--- src/rtl/instr_fetch_unit_pkg.sv ---
// Shared types and default widths for the instruction fetch unit.
// Imported by program_counter and instr_fetch_unit.
package instr_fetch_unit_pkg;

    localparam int WORD_SIZE  = 19;
    localparam int ADDR_WIDTH = 12;

    typedef enum logic [0:0] {
        LOAD_NONE = 1'b0,
        LOAD_IR   = 1'b1
    } load_sel_t;

    typedef enum logic [1:0] {
        IDLE = 2'd0,
        REQ  = 2'd1,
        LOAD = 2'd2,
        EXEC = 2'd3
    } fetch_state_t;

endpackage

--- src/rtl/instr_fetch_unit_program_counter.sv ---
// Program counter register: load beats increment, increment wraps
// naturally at 2^ADDR_WIDTH.
module program_counter
    import instr_fetch_unit_pkg::*;
#(
    parameter int ADDR_WIDTH = instr_fetch_unit_pkg::ADDR_WIDTH,
    parameter logic [ADDR_WIDTH-1:0] RESET_PC = '0
) (
    input  logic                  CLK,
    input  logic                  RST,
    input  logic                  inc,
    input  logic                  load,
    input  logic [ADDR_WIDTH-1:0] load_value,
    output logic [ADDR_WIDTH-1:0] pc
);

    always_ff @(posedge CLK or posedge RST) begin
        if (RST) begin
            pc <= RESET_PC;
        end else if (load) begin
            pc <= load_value;
        end else if (inc) begin
            pc <= pc + ADDR_WIDTH'(1);
        end
    end

endmodule

--- src/rtl/instr_fetch_unit.sv ---
// Instruction fetch FSM: IDLE -> REQ -> LOAD -> EXEC, feeding the IR.
// Define FETCH_TIMEOUT_EN to abandon requests that wait too long for mem_ack.
module instr_fetch_unit
    import instr_fetch_unit_pkg::*;
#(
    parameter int WORD_SIZE  = instr_fetch_unit_pkg::WORD_SIZE,
    parameter int ADDR_WIDTH = instr_fetch_unit_pkg::ADDR_WIDTH,
    parameter logic [ADDR_WIDTH-1:0] RESET_PC = '0,
    parameter int TIMEOUT_CYCLES = 16
) (
    input  logic                  CLK,
    input  logic                  RST,
    input  logic                  run,
    output logic                  mem_req,
    output logic [ADDR_WIDTH-1:0] mem_addr,
    input  logic                  mem_ack,
    input  logic [WORD_SIZE-1:0]  mem_rdata,
    output logic [WORD_SIZE-1:0]  INSTR,
    output logic                  LOAD_REG,
    output load_sel_t             LOAD_SELECT,
    input  logic                  next_fetch,
    input  logic                  branch_valid,
    input  logic [ADDR_WIDTH-1:0] branch_target,
    output logic [ADDR_WIDTH-1:0] pc_out,
    output logic                  busy,
    output logic                  fetch_err
);

    fetch_state_t          state;
    logic [ADDR_WIDTH-1:0] pc;
    logic                  pc_inc;
    logic                  pc_load;

    assign pc_inc  = (state == LOAD);
    assign pc_load = (state == EXEC) && branch_valid;

    program_counter #(
        .ADDR_WIDTH (ADDR_WIDTH),
        .RESET_PC   (RESET_PC)
    ) u_pc (
        .CLK        (CLK),
        .RST        (RST),
        .inc        (pc_inc),
        .load       (pc_load),
        .load_value (branch_target),
        .pc         (pc)
    );

    assign pc_out = pc;
    assign busy   = (state != IDLE);

`ifdef FETCH_TIMEOUT_EN
    localparam int CW = (TIMEOUT_CYCLES > 1) ? $clog2(TIMEOUT_CYCLES) : 1;
    localparam logic [CW-1:0] CNT_LAST = CW'(TIMEOUT_CYCLES - 1);

    logic [CW-1:0] wait_cnt;
`else
    // No watchdog in this build: the error flag can never rise.
    assign fetch_err = (TIMEOUT_CYCLES < 0);
`endif

    always_ff @(posedge CLK or posedge RST) begin
        if (RST) begin
            state       <= IDLE;
            mem_req     <= 1'b0;
            mem_addr    <= RESET_PC;
            INSTR       <= '0;
            LOAD_REG    <= 1'b0;
            LOAD_SELECT <= LOAD_NONE;
`ifdef FETCH_TIMEOUT_EN
            wait_cnt    <= '0;
            fetch_err   <= 1'b0;
`endif
        end else begin
            LOAD_REG    <= 1'b0;
            LOAD_SELECT <= LOAD_NONE;
            unique case (state)
                IDLE: begin
                    if (run) begin
                        state    <= REQ;
                        mem_req  <= 1'b1;
                        mem_addr <= pc;
`ifdef FETCH_TIMEOUT_EN
                        wait_cnt  <= '0;
                        fetch_err <= 1'b0;
`endif
                    end
                end
                REQ: begin
                    if (mem_ack) begin
                        INSTR       <= mem_rdata;
                        mem_req     <= 1'b0;
                        LOAD_REG    <= 1'b1;
                        LOAD_SELECT <= LOAD_IR;
                        state       <= LOAD;
`ifdef FETCH_TIMEOUT_EN
                    end else if (wait_cnt == CNT_LAST) begin
                        mem_req   <= 1'b0;
                        fetch_err <= 1'b1;
                        state     <= IDLE;
                    end else begin
                        wait_cnt <= wait_cnt + CW'(1);
`endif
                    end
                end
                LOAD: begin
                    state <= EXEC;
                end
                EXEC: begin
                    if (next_fetch) begin
                        if (run) begin
                            state    <= REQ;
                            mem_req  <= 1'b1;
                            mem_addr <= branch_valid ? branch_target : pc;
`ifdef FETCH_TIMEOUT_EN
                            wait_cnt <= '0;
`endif
                        end else begin
                            state <= IDLE;
                        end
                    end
                end
            endcase
        end
    end

endmodule
--- config.mk ---
export PLATFORM = sky130hd
export DESIGN_NAME = instr_fetch_unit
export DESIGN_NICKNAME = d
export VERILOG_FILES = /design/src/rtl/instr_fetch_unit_pkg.sv /design/src/rtl/instr_fetch_unit_program_counter.sv /design/src/rtl/instr_fetch_unit.sv
export SDC_FILE = /design/constraint.sdc
export NUM_CORES = 1
export LEC_CHECK = 0
export BUFFER_PORTS_ARGS = -buffer_cell sky130_fd_sc_hd__clkbuf_2
export CAP_MARGIN = 20
export CORE_ASPECT_RATIO = 0.6
export CORE_MARGIN = 4
export CORE_UTILIZATION = 48
export DETAILED_ROUTE_END_ITERATION = 10
export GPL_ROUTABILITY_DRIVEN = 0
export PLACE_DENSITY_LB_ADDON = 0.12
export SLEW_MARGIN = 25
export SYNTH_ARGS = -nofsm -noshare
export SYNTH_HDL_FRONTEND = slang
export SYNTH_SLANG_ARGS = --single-unit
--- constraint.sdc ---
create_clock -name CLK -period 2.6 [get_ports CLK]
set_input_delay 0.13 -clock CLK [delete_from_list [all_inputs] [get_ports CLK]]
set_output_delay 0.13 -clock CLK [all_outputs]
set_load 0.05 [all_outputs]
==> impl.org <==
** Worst setup path
- Measured in cells, the most critical reg-to-reg path has a length of 6.
- WP data required :: roughly 2800 ps
- CP Data Arrival Time :: 2290 ps
- In this run the worst path has a maximum fanout of 6.
- Category of the worst setup path capture point :: flip-flop
- The endpoint identified for the worst register-to-register timing path is u_pc.pc[11].
- Crit path launch :: state[0]
- Worst Setup Start Kind :: flip-flop
- In this run the critical register-to-register path is launched from state[0].
- Internal reg-to-reg setup slack :: between 500 and 600 ps
- The setup path with the least slack is of type flip-flop to flip-flop.

** Logic synthesis
- Share of synthesized area occupied by flip-flops and latches :: a little over half
- Yosys warning total :: 0
- Proportion of register bits with asynchronous set or reset after synthesis :: 100%
- Average cell area after synthesis :: between 10 and 15 um^2
- Combined area of all synthesized cells :: around 2200 um^2
- Most frequent cell after synthesis :: dfrtp_1
- Leading area contributor after synthesis :: dfrtp_1
- Count of flip-flops with a built-in enable after synthesis :: 0
- The number of nets in the synthesized netlist is 239.
- Synth cell count leaders :: dfrtp_1 (47), nand2_1 (30), o21ai_0 (24)
- After synthesis the netlist holds a flip-flop and latch count of 47.
- Synthesis produced a little under 200 cells.
- In the post-synthesis netlist, the biggest area contributors are dfrtp_1 (54%), mux2_2 (11%), o21ai_0 (5.5%).
- Netlist cell types :: 31
- After synthesis, the largest area contributor takes up 54.1% of total cell area.
- Among all flip-flop cells after synthesis, the most frequent one is dfrtp_1.

** Clock tree
- TritonCTS built the clock tree.
- Gates resized during post-CTS repair numbered 0.
- After clock tree synthesis, the setup repair step added 0 buffers.
- Number of buffers on the longest clock path :: 2
- CTS placed an instance of clkbuf_8 at the clock tree root.
- Clock network latency to the later pin of the worst-skew pair :: 300 ps
- Buffers inserted to repair hold after CTS numbered 0.
- In this run, CTS created clock tree buffers numbering 5.
- CTS HTree Levels :: 2
- Clock-pin slew on the worst setup and hold paths :: approximately 90 ps
- Number of clock sinks :: 47

** Routing
- Number of nets still failing antenna checks after routing :: 0
- For this run, design rule violations remaining after detail routing come to 0.
- The routed layout has between 1500 and 2000 vias.
- Drt via density :: ~4.9
- In the final routed layout, each cell accounts on average for approximately 14 um.
- DR iter-0 viols :: 37
- The first detailed-routing pass ran for 4 iterations.
- Routed Wire Length :: between 4000 and 5000 um

** Min path
- Hold-critical path endpoint :: u_pc.pc[7]
- Counting instances, the worst hold path has a depth of 3.
- The worst hold path begins at branch_target[7].
- The worst hold path belongs to the class input port to flip-flop.

** Die
- The total area inside the core boundary comes to ~4200 um^2.
- Width of the chip :: roughly 95 um
- Die Ht :: around 60 um
- Core Rows :: 18
- The die covers 5700 um^2.
- 85 I/O pins were placed.
- The initial utilization of the core area, before any placement, comes to 51.3%.

** STA
- Setup violators final :: 0
- Static timing analysis puts the maximum clock frequency at between 0.4 and 0.5 GHz.
- The number of endpoints with negative hold slack in the final report was 0.
- Fin crit share :: between 70% and 80%
- Worst setup skew after layout :: around 8.5 ps
- The final-report max-slew violation count is 0.
- Time the worst path needs with I/O delays and setup :: around 2100 ps
- Headroom to the max-slew limit came out at 47.7%.
- At the pin with the least slew margin, the transition time is slightly below 800 ps.
- Setup repair after global routing missed its margin :: false
- Final sum of negative setup slack :: 0 ps

** GRT
- Pin count of the biggest net entering global routing :: 48
- Antenna violations before repair :: 0
- Across every metal layer, demand over resource in global routing totals 17.8%.
- The first global-routing pass estimated slightly below 8000 um of wire.
- Overflow after GRT :: 0
- The number of global-route vias before repair came to between 1500 and 2000.

** Finish
- Area growth from synthesis to layout :: 27.4%
- At the end of the flow the core is filled with cells to between 60 and 70%.
- In the final layout, the share of cells above drive strength 1 is a little over two fifths.
- Final nets :: between 300 and 400
- Number of antenna diodes :: 0

** Placement
- HPWL reported at the end of detailed placement :: around 3700 um
- Port buffering added 83 buffers.

** Outcome
- The run finished with clean final reports.

** Job
- The tool flagged a number of max-cap violations equal to 0.
## layout make-up
class                   instances  area, um^2
clock buffers                   5        68.8
repair buffers                 87         448
inverters                       8        31.3
flip-flops and latches         47        1180
multi-input cells             131         925
fillers                       370        1470
clock inverters                 3        43.8
well taps                      60        75.1
## cells by family (layout without fill, tap and decap cells)
logic type / after synthesis / in the layout / synth area share, %
other: 1 / 1 / 0.173
DFF: 47 / 47 / 54.1
and+or+nand+nor: 48 / 48 / 10.8
muxes: 23 / 23 / 11.8
buffers and inverters: 17 / 103 / 3.28
adders and majority gates: 7 / 7 / 4.03
AOI/OAI and AO/OA: 42 / 42 / 11.8
xor gates and xnor gates: 10 / 10 / 4.03
## cell usage in the layout (no fill, tap or decap), drive strengths merged
cell type	n
conb	1
inv	7
and3	1
a221o	1
a21boi	11
a21oi	1
nor2	3
nand3	2
mux2i	2
dlygate4sd3	1
or2	1
or4	1
a31oi	1
o31ai	2
ha	7
and2	1
o21ai	24
bufinv	1
a2111oi	1
nor2b	1
mux2	21
nand4	3
clkbuf	88
nand2	30
xnor2	6
nor3	3
xor2	4
o21bai	1
and4	2
clkinv	3
buf	3
dfrtp	47
## critical path: stages (launching register included)
cell     delay (ps)
dfrtp_1         400
inv_1           170
ha_1            340
nand4_4         160
or2_0           250
or4_1           500
a31oi_1         170
## metal layers
metal	wire length (um)	part of all wire (%)	global-route usage (%)	vias to the layer above
met1	2330	49	24.0	777
met4	48	1.0	5.54	0
li1	-	-	-	840
met5	0	0	0	-
met2	2150	45	28.9	49
met3	275	5.7	4.03	6
## worst max-delay path by stage
stage / end / slack, ps / cells after the start
4_1_cts: u_pc.pc[11] / 530 / 6
5_1_grt: u_pc.pc[11] / 380 / 6
6_report: u_pc.pc[11] / 540 / 6
2_1_floorplan: u_pc.pc[11] / 670 / 6
3_3_place_gp: u_pc.pc[11] / 620 / 6
3_5_place_dp: u_pc.pc[11] / 540 / 6
## flip-flops by register name (all words and copies together), names as in the netlist
signal       count
INSTR           19
mem_addr        12
u_pc.pc         12
state            2
LOAD_SELECT      1
mem_req          1
## metrics by stage
step           hold WS (ps)  instance area (um^2)  setup WS (ps)  instances
6_report               42.6                  2770            537        341
5_1_grt                38.9                  2770            380        341
4_1_cts                36.8                  2760            528        340
3_5_place_dp            357                  2640            543        332
3_3_place_gp            353                  2640            620        332
2_1_floorplan           259                  2170            671        195
Power is not shown: default switching activity piles up to over one toggle a cycle in this logic, so the estimate is an artifact.
